<file path="config.mk">
export PLATFORM = sky130hd
export DESIGN_NAME = count_date
export DESIGN_NICKNAME = d
export VERILOG_FILES = /design/src/rtl/clock_pkg.sv /design/src/rtl/days_in_month.sv /design/src/rtl/count_date.sv
export SDC_FILE = /design/constraint.sdc
export NUM_CORES = 1
export LEC_CHECK = 0
export ABC_AREA = 1
export ABC_CLOCK_PERIOD_IN_PS = 10350
export CAP_MARGIN = 10
export CORE_MARGIN = 1.5
export CORE_UTILIZATION = 63
export CTS_BUF_LIST = sky130_fd_sc_hd__clkbuf_4 sky130_fd_sc_hd__clkbuf_8 sky130_fd_sc_hd__clkbuf_16
export DETAILED_ROUTE_END_ITERATION = 16
export PLACE_DENSITY = 0.87
export SKIP_CTS_REPAIR_TIMING = 1
export SLEW_MARGIN = 20
export SYNTH_ARGS = -nofsm -noshare
export SYNTH_HDL_FRONTEND = slang
export SYNTH_HIERARCHICAL = 1
export SYNTH_SLANG_ARGS = --single-unit
export TNS_END_PERCENT = 5
</file>
<file path="constraint.sdc">
create_clock -name clk -period 10.35 [get_ports clk]
set_input_delay 1.5525 -clock clk [delete_from_list [all_inputs] [get_ports clk]]
set_output_delay 1.5525 -clock clk [all_outputs]
set_load 0.01 [all_outputs]
</file>
<file path="src/rtl/clock_pkg.sv">
// Shared definitions for the century clock: adjust-field selects, BCD limits
// and the leap-year decode.
package clock_pkg;

    typedef enum logic [1:0] {
        SEL_DAY   = 2'd0,
        SEL_MONTH = 2'd1,
        SEL_YEAR  = 2'd2,
        SEL_NONE  = 2'd3
    } sel_e;

    typedef logic [7:0] bcd8_t;

    localparam bcd8_t BCD_12 = 8'h12;
    localparam bcd8_t BCD_99 = 8'h99;
    localparam bcd8_t BCD_31 = 8'h31;
    localparam bcd8_t BCD_30 = 8'h30;
    localparam bcd8_t BCD_29 = 8'h29;
    localparam bcd8_t BCD_28 = 8'h28;

    // YY mod 4 == 0 decoded directly on BCD digits: even tens take 0/4/8, odd tens take 2/6.
    function automatic logic is_leap(input logic ten_lsb, input logic [3:0] unit);
        if (ten_lsb)
            return (unit == 4'd2) || (unit == 4'd6);
        else
            return (unit == 4'd0) || (unit == 4'd4) || (unit == 4'd8);
    endfunction

endpackage

</file>
<file path="src/rtl/days_in_month.sv">
// Month length decode: BCD month plus leap flag to BCD maximum day.
module days_in_month
    import clock_pkg::*;
#(
    parameter int UNIT_W    = 4,
    parameter int DAY_TEN_W = 2
) (
    input  logic                 month_ten,
    input  logic [UNIT_W-1:0]    month_unit,
    input  logic                 leap,
    output logic [DAY_TEN_W-1:0] maxd_ten,
    output logic [UNIT_W-1:0]    maxd_unit
);

    always_comb begin
        maxd_ten  = BCD_31[UNIT_W +: DAY_TEN_W];
        maxd_unit = BCD_31[UNIT_W-1:0];
        case ({month_ten, month_unit})
            5'h04, 5'h06, 5'h09, 5'h11: begin
                maxd_ten  = BCD_30[UNIT_W +: DAY_TEN_W];
                maxd_unit = BCD_30[UNIT_W-1:0];
            end
            5'h02: begin
                if (leap) begin
                    maxd_ten  = BCD_29[UNIT_W +: DAY_TEN_W];
                    maxd_unit = BCD_29[UNIT_W-1:0];
                end else begin
                    maxd_ten  = BCD_28[UNIT_W +: DAY_TEN_W];
                    maxd_unit = BCD_28[UNIT_W-1:0];
                end
            end
            default: ;
        endcase
    end

endmodule

</file>
<file path="src/rtl/count_date.sv">
// Day/month/year BCD calendar stage: one-day advance per en_d strobe, manual
// per-field adjust when idle, century strobe at 31/12/99 rollover.
module count_date
    import clock_pkg::*;
#(
    parameter int UNIT_W     = 4,
    parameter int DAY_TEN_W  = 2,
    parameter int YEAR_TEN_W = 4
) (
    input  logic                  clk,
    input  logic                  rst,
    input  logic                  en_d,
    input  logic                  up,
    input  logic                  down,
    input  logic [1:0]            sel,
    output logic [UNIT_W-1:0]     day_unit,
    output logic [DAY_TEN_W-1:0]  day_ten,
    output logic [UNIT_W-1:0]     month_unit,
    output logic                  month_ten,
    output logic [UNIT_W-1:0]     year_unit,
    output logic [YEAR_TEN_W-1:0] year_ten,
    output logic                  pulse_cen
);

    localparam logic [UNIT_W-1:0]     U0  = '0;
    localparam logic [UNIT_W-1:0]     U1  = UNIT_W'(1);
    localparam logic [UNIT_W-1:0]     U2  = UNIT_W'(2);
    localparam logic [UNIT_W-1:0]     U9  = UNIT_W'(9);
    localparam logic [DAY_TEN_W-1:0]  DT0 = '0;
    localparam logic [DAY_TEN_W-1:0]  DT1 = DAY_TEN_W'(1);
    localparam logic [YEAR_TEN_W-1:0] YT0 = '0;
    localparam logic [YEAR_TEN_W-1:0] YT1 = YEAR_TEN_W'(1);
    localparam logic [YEAR_TEN_W-1:0] YT9 = YEAR_TEN_W'(9);

    sel_e                  sel_s;
    logic                  adj_any;
    logic                  leap_cur, leap_nxt;
    logic [DAY_TEN_W-1:0]  maxd_ten_c, maxd_ten_n;
    logic [UNIT_W-1:0]     maxd_unit_c, maxd_unit_n;
    logic                  day_wrap, day_is_01, month_is_12, year_is_99, day_is_31;

    logic [DAY_TEN_W-1:0]  day_ten_d, day_ten_inc, day_ten_dec;
    logic [UNIT_W-1:0]     day_unit_d, day_unit_inc, day_unit_dec;
    logic                  month_ten_d, month_ten_inc, month_ten_dec;
    logic [UNIT_W-1:0]     month_unit_d, month_unit_inc, month_unit_dec;
    logic [YEAR_TEN_W-1:0] year_ten_d, year_ten_inc, year_ten_dec;
    logic [UNIT_W-1:0]     year_unit_d, year_unit_inc, year_unit_dec;

    assign sel_s   = sel_e'(sel);
    assign adj_any = up ^ down;

    assign leap_cur = is_leap(year_ten[0], year_unit);
    assign leap_nxt = is_leap(year_ten_d[0], year_unit_d);

    days_in_month #(.UNIT_W(UNIT_W), .DAY_TEN_W(DAY_TEN_W)) u_dim_cur (
        .month_ten  (month_ten),
        .month_unit (month_unit),
        .leap       (leap_cur),
        .maxd_ten   (maxd_ten_c),
        .maxd_unit  (maxd_unit_c)
    );

    // Length of the month the date is about to land in, used for the day clamp.
    days_in_month #(.UNIT_W(UNIT_W), .DAY_TEN_W(DAY_TEN_W)) u_dim_nxt (
        .month_ten  (month_ten_d),
        .month_unit (month_unit_d),
        .leap       (leap_nxt),
        .maxd_ten   (maxd_ten_n),
        .maxd_unit  (maxd_unit_n)
    );

    assign day_wrap    = ({day_ten, day_unit} == {maxd_ten_c, maxd_unit_c});
    assign day_is_01   = (day_ten == DT0) && (day_unit == U1);
    assign day_is_31   = ({day_ten, day_unit} == BCD_31[DAY_TEN_W+UNIT_W-1:0]);
    assign month_is_12 = ({month_ten, month_unit} == BCD_12[UNIT_W:0]);
    assign year_is_99  = ({year_ten, year_unit} == BCD_99[YEAR_TEN_W+UNIT_W-1:0]);

    assign pulse_cen = en_d & day_is_31 & month_is_12 & year_is_99;

    // Single-step BCD candidates for every field; the muxes below pick one.
    always_comb begin
        day_ten_inc  = (day_unit == U9) ? day_ten + DT1 : day_ten;
        day_unit_inc = (day_unit == U9) ? U0 : day_unit + U1;
        day_ten_dec  = (day_unit == U0) ? day_ten - DT1 : day_ten;
        day_unit_dec = (day_unit == U0) ? U9 : day_unit - U1;

        month_ten_inc  = month_ten;
        month_unit_inc = month_unit + U1;
        if (month_is_12) begin
            month_ten_inc  = 1'b0;
            month_unit_inc = U1;
        end else if (month_unit == U9) begin
            month_ten_inc  = 1'b1;
            month_unit_inc = U0;
        end

        month_ten_dec  = month_ten;
        month_unit_dec = month_unit - U1;
        if (!month_ten && month_unit == U1) begin
            month_ten_dec  = 1'b1;
            month_unit_dec = U2;
        end else if (month_unit == U0) begin
            month_ten_dec  = 1'b0;
            month_unit_dec = U9;
        end

        year_ten_inc  = year_ten;
        year_unit_inc = year_unit + U1;
        if (year_unit == U9) begin
            year_ten_inc  = (year_ten == YT9) ? YT0 : year_ten + YT1;
            year_unit_inc = U0;
        end

        year_ten_dec  = year_ten;
        year_unit_dec = year_unit - U1;
        if (year_unit == U0) begin
            year_ten_dec  = (year_ten == YT0) ? YT9 : year_ten - YT1;
            year_unit_dec = U9;
        end
    end

    always_comb begin
        month_ten_d  = month_ten;
        month_unit_d = month_unit;
        year_ten_d   = year_ten;
        year_unit_d  = year_unit;
        if (en_d) begin
            if (day_wrap) begin
                month_ten_d  = month_ten_inc;
                month_unit_d = month_unit_inc;
                if (month_is_12) begin
                    year_ten_d  = year_ten_inc;
                    year_unit_d = year_unit_inc;
                end
            end
        end else if (adj_any) begin
            if (sel_s == SEL_MONTH) begin
                month_ten_d  = up ? month_ten_inc  : month_ten_dec;
                month_unit_d = up ? month_unit_inc : month_unit_dec;
            end else if (sel_s == SEL_YEAR) begin
                year_ten_d  = up ? year_ten_inc  : year_ten_dec;
                year_unit_d = up ? year_unit_inc : year_unit_dec;
            end
        end
    end

    always_comb begin
        day_ten_d  = day_ten;
        day_unit_d = day_unit;
        if (en_d) begin
            if (day_wrap) begin
                day_ten_d  = DT0;
                day_unit_d = U1;
            end else begin
                day_ten_d  = day_ten_inc;
                day_unit_d = day_unit_inc;
            end
        end else if (adj_any) begin
            if (sel_s == SEL_DAY) begin
                if (up) begin
                    day_ten_d  = day_wrap ? DT0 : day_ten_inc;
                    day_unit_d = day_wrap ? U1  : day_unit_inc;
                end else begin
                    day_ten_d  = day_is_01 ? maxd_ten_c  : day_ten_dec;
                    day_unit_d = day_is_01 ? maxd_unit_c : day_unit_dec;
                end
            end else if ({day_ten, day_unit} > {maxd_ten_n, maxd_unit_n}) begin
                day_ten_d  = maxd_ten_n;
                day_unit_d = maxd_unit_n;
            end
        end
    end

    always_ff @(posedge clk or posedge rst) begin
        if (rst) begin
            day_ten    <= DT0;
            day_unit   <= U1;
            month_ten  <= 1'b0;
            month_unit <= U1;
            year_ten   <= YT0;
            year_unit  <= U0;
        end else begin
            day_ten    <= day_ten_d;
            day_unit   <= day_unit_d;
            month_ten  <= month_ten_d;
            month_unit <= month_unit_d;
            year_ten   <= year_ten_d;
            year_unit  <= year_unit_d;
        end
    end

endmodule

</file>
== Word level (Yosys, flattened, before mapping) ==
Index checks and enable logic that the tools add are counted.
Storage, ports and cells
  output and inout bits: 20
  register bits after elaboration: 19
Cells by class
  bitwise logic cells: 4
  equality and inequality tests: 34
  reduce and logical (&&, ||, !) cells: 25
  order comparisons: 1
  add/sub/neg operators: 10
  mux-type cells: 64
Operators by type and width (count)
  4-bit two-way mux: 38
  4-bit == test, second input constant: 6
  5-bit by 3-bit == test with 1-bit output, second input constant: 4
  4-bit zero test: 5
  2-bit two-way mux: 9
  4-bit by 1-bit adder with 4-bit output, second input constant: 4
  4-bit by 3-bit == test with 1-bit output, second input constant: 4
  4-bit case mux with 2 select lines: 2
  4-bit by 1-bit subtractor with 4-bit output, second input constant: 4
  5-bit == test, second input constant: 3
  1-bit two-way mux: 15
  5-bit by 2-bit == test with 1-bit output, second input constant: 2
  5-bit by 4-bit == test with 1-bit output, second input constant: 2
  4-bit by 1-bit == test with 1-bit output, second input constant: 2
  4-bit by 2-bit == test with 1-bit output, second input constant: 2
  8-bit == test, second input constant: 1
  4-bit OR reduction: 2
  6-bit == test: 1
  6-bit == test, second input constant: 1
  6-bit greater-than comparator: 1
  1-bit logical OR: 6
  6-bit AND reduction: 1
  3-bit nonzero test: 2
  5-bit != test, second input constant: 1
  14 further kinds: 20

== Logic depth before layout (Yosys ltp) ==
  depth after elaboration: 20
  depth in mapped cells: 31

== By module ==
The synthesis kept the hierarchy.
Modules (own cells, without submodules)
  count_date: cells an instance 407, instances 1, area each 2423.6 sq um
  days_in_month: cells an instance 24, instances 2, area each 111.4 sq um

== Least setup slack after synthesis ==
OpenSTA, ideal clock, no wires.
  path type: input to register
  start: input port en_d
  end: register day_ten[0]
  data arrival time: 4005 ps
  setup slack: 6215 ps
  path buffers: 2
  stages on the path: 19
  cells stage by stage: buf_4 > inv_1 > clkbuf_1 > o21ai_0 > o21ai_0 > nor2_1 > nand3_1 > inv_1 > ha_1 > nand2_1 > nor2_1 > o21ai_0 > nand2_1 > o21ai_0 > nand2_1 > o21ai_1 > a21oi_1 > nand2_1 > o21ai_0
RTL lines
  start: declaration: line count_date.sv:12  | input logic en_d,
  4-bit two-way mux (*): line count_date.sv:127  | if (en_d) begin
  via month_unit_d[3]: line count_date.sv:45  | logic [UNIT_W-1:0] month_unit_d, month_unit_inc, month_unit_dec;
  5-bit by 2-bit == test with 1-bit output (*): line days_in_month.sv:18  | case ({month_ten, month_unit})
  1-bit two-way mux (*): line days_in_month.sv:18
  via maxd_ten_n[0]: line count_date.sv:38  | logic [DAY_TEN_W-1:0] maxd_ten_c, maxd_ten_n;
  parallel branches: the longest is 4 deep, another holds 6-bit greater-than comparator
  end signal: assignment: line count_date.sv:183  | day_ten <= day_ten_d;
  end: declaration: line count_date.sv:17  | output logic [DAY_TEN_W-1:0] day_ten,
Mark *: on every way through the listed nets, which the timed path passes. The select of a mux whose other input is x is not followed.
A chain may end at the register's enable or synchronous reset.

== Final worst setup path ==
  start: input port up
  end: register day_ten[1]
RTL lines
  start: declaration: line count_date.sv:13  | input logic up,
  4-bit two-way mux: line count_date.sv:139  | month_unit_d = up ? month_unit_inc : month_unit_dec;
  4-bit two-way mux: line count_date.sv:137  | if (sel_s == SEL_MONTH) begin
  4-bit two-way mux (*): line count_date.sv:136  | end else if (adj_any) begin
  4-bit two-way mux (*): line count_date.sv:127
  via month_unit_d[1]: line count_date.sv:45
  5-bit by 2-bit == test with 1-bit output (*): line days_in_month.sv:18
  1-bit two-way mux (*): line days_in_month.sv:18
  via maxd_ten_n[0]: line count_date.sv:38
  6-bit greater-than comparator (*): line count_date.sv:167  | end else if ({day_ten, day_unit} > {maxd_ten_n, maxd_unit_n}) begin
  3-bit nonzero test (no line) (*)
  3-bit AND reduction (no line) (*)
The timed path passes the listed nets; every way through them passes the cells marked *. The select of a mux whose other input is x is not followed.

==> tab_implementation.tex <==
\begin{tabular}{lr}
\hline
Metric & Value \\
\hline
\multicolumn{2}{l}{\textbf{Critical path}} \\
Type of the worst setup path & primary input to register \\
Largest fanout of any net on the critical path & 17 \\
Required arrival time at the worst endpoint & between 10000 and 15000 ps \\
Endpoint type of the worst setup path & register \\
Worst Setup Start Kind & primary input \\
Arrival time of the worst setup path & 5510 ps \\
\multicolumn{2}{l}{\textbf{Logic synthesis}} \\
Area share of the leading cell type in the synthesized netlist & roughly 20\% \\
Number of storage elements in the synthesis netlist & 19 \\
Most numerous cell types in the synthesized netlist & 138 x sky130\_fd\_sc\_hd\_\_nand2\_1, 62 x sky130\_fd\_sc\_hd\_\_inv\_1, 37 x sky130\_fd\_sc\_hd\_\_nor2\_1 \\
Count of warnings emitted by yosys & 6 \\
Proportion of register bits with asynchronous set or reset after synthesis & 100\% \\
Post-Synthesis Cells & between 400 and 500 \\
Main synth FF type & sky130\_fd\_sc\_hd\_\_dfrtp\_1 \\
Summed instance area of the synthesized netlist & 2650 um\^{}2 \\
Mapped Avg Cell Area & 5.82 um\^{}2 \\
Sequential area share after synthesis & 18.1\% \\
Unique masters post-synth & 34 \\
Yosys top cell by area & sky130\_fd\_sc\_hd\_\_nand2\_1 \\
Ranking of synthesized cells by area & sky130\_fd\_sc\_hd\_\_nand2\_1 20\%, sky130\_fd\_sc\_hd\_\_dfrtp\_1 16\%, sky130\_fd\_sc\_hd\_\_inv\_1 8.8\% \\
Number of flops mapped to enable cells by yosys & 0 \\
Leading cell type by number of instances after synthesis & sky130\_fd\_sc\_hd\_\_nand2\_1 \\
\multicolumn{2}{l}{\textbf{CTS}} \\
Root buffer cell & sky130\_fd\_sc\_hd\_\_clkbuf\_8 \\
Clock edge transition at the registers on the reported setup and hold paths & 80 ps \\
CTS tree & yes \\
Worst skew pair latency & 260 ps \\
Maximum count of clock buffers along a single path & 2 \\
CTS sink count & 19 \\
Num CTS Buffers & 3 \\
Number of levels the H-tree was split into & 1 \\
\multicolumn{2}{l}{\textbf{Outcome}} \\
Run status & finished clean \\
\multicolumn{2}{l}{\textbf{Global route}} \\
Maximum number of pins on one net before global-route repair & 20 \\
Overall track demand over capacity in global routing & roughly a third \\
Global-route wire length before repair & 11500 um \\
Grt ovf & 0 \\
Number of global-route vias before repair & 2481 \\
Initial antenna violation count & 0 \\
\multicolumn{2}{l}{\textbf{STA}} \\
Tcrit/Tclk final & 52.0\% \\
Worst max-slew margin expressed relative to the limit & 45.7\% \\
Hold Violations, Final & 0 \\
Final WS setup & 4970 ps \\
Time the worst path needs with I/O delays and setup & 5380 ps \\
Worst setup skew after layout & 3.67 ps \\
Setup violations, final & 0 \\
Worst slack on hold paths & 546 ps \\
Worst-margin pin slew & just over 800 ps \\
Unrepaired setup endpoints after global routing & false \\
Pins over their slew limit & 0 \\
Total Negative Setup Slacks & 0 ps \\
Fmax & 186 MHz \\
\multicolumn{2}{l}{\textbf{Power}} \\
Static Leak & 0.00153 uW \\
Peak ir drop on the vdd network & between 150 and 200 uV \\
Total power per unit cell area & 290 nW/um\^{}2 \\
\multicolumn{2}{l}{\textbf{Finish}} \\
Fraction of layout instances using a drive strength above 1 & 8.96\% \\
Synth-to-layout area growth & 9.55\% \\
Diodes inserted & 0 \\
Non-filler cells, final & roughly 520 \\
Post-layout nets & 488 \\
Number of fill cells & approximately 370 \\
\multicolumn{2}{l}{\textbf{Floorplan}} \\
Die area & 4600 um\^{}2 \\
Number of placed I/O pins & 27 \\
Site Rows & 23 \\
Starting Density & 65.7\% \\
Core footprint & 4030 um\^{}2 \\
Vertical die dimension & 67.8 um \\
Width of the die & 67.8 um \\
\multicolumn{2}{l}{\textbf{Place}} \\
Hpwl dp & approximately 5500 um \\
Final estimated routing congestion in global placement & $\sim$0.98 \\
Minimum setup slack after placement & around 4800 ps \\
I/O Buffers & 26 \\
Post-Place Cells & approximately 500 \\
\multicolumn{2}{l}{\textbf{Job}} \\
Reported max-cap violation count & 0 \\
\multicolumn{2}{l}{\textbf{Min path}} \\
Path category of the worst min-delay check & register to register \\
\multicolumn{2}{l}{\textbf{Detailed routing}} \\
Detailed Routing Iterations Pass 1 & 5 \\
Mean number of vias per cell & 5.73 \\
Post-route DRC violation count & 0 \\
Detailed Route Iter0 Violations & approximately 250 \\
Via count of the routed design & 2972 \\
Routed WL & 7220 um \\
Post-detailed-route wirelength per cell & between 10 and 15 um \\
Number of routed nets with antenna violations & 0 \\
\hline
\end{tabular}
## cell usage in the layout, fill, tap and decap left out, drive strengths merged
master         Yosys  routed
or2                3       3
nor2              48      48
dfrtp             17      17
ha                11      11
o221ai             4       4
nand3             30      30
o31ai              2       2
a21oi             22      22
conb               4       6
nor3               4       4
o211ai            10      10
xor2               5       5
dfstp              2       2
o22ai              1       1
nand2            149     149
clkbuf             4       4
o21ai             39      39
inv               70      70
nand4             12      12
nand3b             2       2
clkdlybuf4s50      0      26
a31oi              2       2
## state kept, by name, indices dropped and copies added, names as in the netlist
name and flops:
day_ten 2, day_unit 4, month_ten 1, month_unit 4
year_ten 4, year_unit 4
## critical path: stages
cell and delay [ps]:
sky130_fd_sc_hd__clkdlybuf4s50_1 670, sky130_fd_sc_hd__inv_2 380, sky130_fd_sc_hd__nand2_1 130, sky130_fd_sc_hd__nand2_2 130, sky130_fd_sc_hd__nand2_1 70, sky130_fd_sc_hd__inv_1 150
sky130_fd_sc_hd__nand2_1 110, sky130_fd_sc_hd__inv_1 100, sky130_fd_sc_hd__a21oi_1 70, sky130_fd_sc_hd__o211ai_1 250, sky130_fd_sc_hd__inv_1 100, sky130_fd_sc_hd__nor2_2 100
sky130_fd_sc_hd__nand3_1 120, sky130_fd_sc_hd__inv_1 100, sky130_fd_sc_hd__inv_1 50, sky130_fd_sc_hd__ha_1 280, sky130_fd_sc_hd__nand2_1 80, sky130_fd_sc_hd__nor2_1 40
sky130_fd_sc_hd__o21ai_0 70, sky130_fd_sc_hd__nand2_1 60, sky130_fd_sc_hd__o21ai_0 210, sky130_fd_sc_hd__nand2_1 80, sky130_fd_sc_hd__o21ai_1 280, sky130_fd_sc_hd__a21oi_1 160
sky130_fd_sc_hd__nand2_1 90, sky130_fd_sc_hd__o21ai_0 80
## cells by family (layout without fill, tap and decap cells)
kind of cell,Yosys count,after routing,share of synthesized area [%]
AND/OR/NAND/NOR,248,248,42.8
buffers and inverters,88,100,14.7
AO/OA/AOI/OAI,80,80,17.0
flip-flops,19,19,18.1
adder cells (fa/ha/maj),11,11,5.20
XOR/XNOR,5,5,1.65
other,4,6,0.567
## power breakdown
group / switching (uW) / internal, uW / total [uW] / leakage (uW)
Combinational: 352 / 230 / 582 / 0.00127
Sequential: 90.3 / 112 / 203 / 0.000230
Clock: 27.6 / 30.0 / 57.6 / 0.0000262
Total: 470 / 372 / 842 / 0.00153
## path summary, 6_finish.rpt
path / slack (ps) / depth (start not counted) / from / end
max: 4970 / 26 / up / day_ten[1]
min: 550 / 2 / day_unit[0] / day_unit[0]
max reg2reg: 5760 / 29 / year_unit[0] / day_ten[1]
min reg2reg: 550 / 2 / day_unit[0] / day_unit[0]
max in group asynchronous: 8090 / 2 / rst / year_unit[0]
min in group asynchronous: 1750 / 2 / rst / year_ten[2]
## metrics by stage
stage | cell area, um^2 | power, uW | utilization [%]
6_report | 2900 | 842 | 72.0
5_1_grt | 2900 | 929 | 72.0
4_1_cts | 2900 | 834 | 72.0
3_5_place_dp | 2850 | 773 | 70.7
3_3_place_gp | 2850 | 761 | 70.7
2_1_floorplan | 2650 | 602 | -
## routing by layer
metal	share of wire (%)	track usage (%)	routed length (um)
met5	0	0	0
met4	1.5	9.25	111
met3	7.1	2.96	511
met2	46	52.2	3340
met1	45	47.0	3260
## final cells by class
type | count | area (um^2) | area share (%)
tap | 50 | 62.6 | 2.16
inverter | 70 | 263 | 9.06
sequential | 19 | 478 | 16.5
clock buffer | 4 | 48.8 | 1.68
timing repair buffer | 26 | 260 | 8.98
multi-input combinational | 350 | 1790 | 61.6
Note: power is estimated with default switching activity, not from simulation.
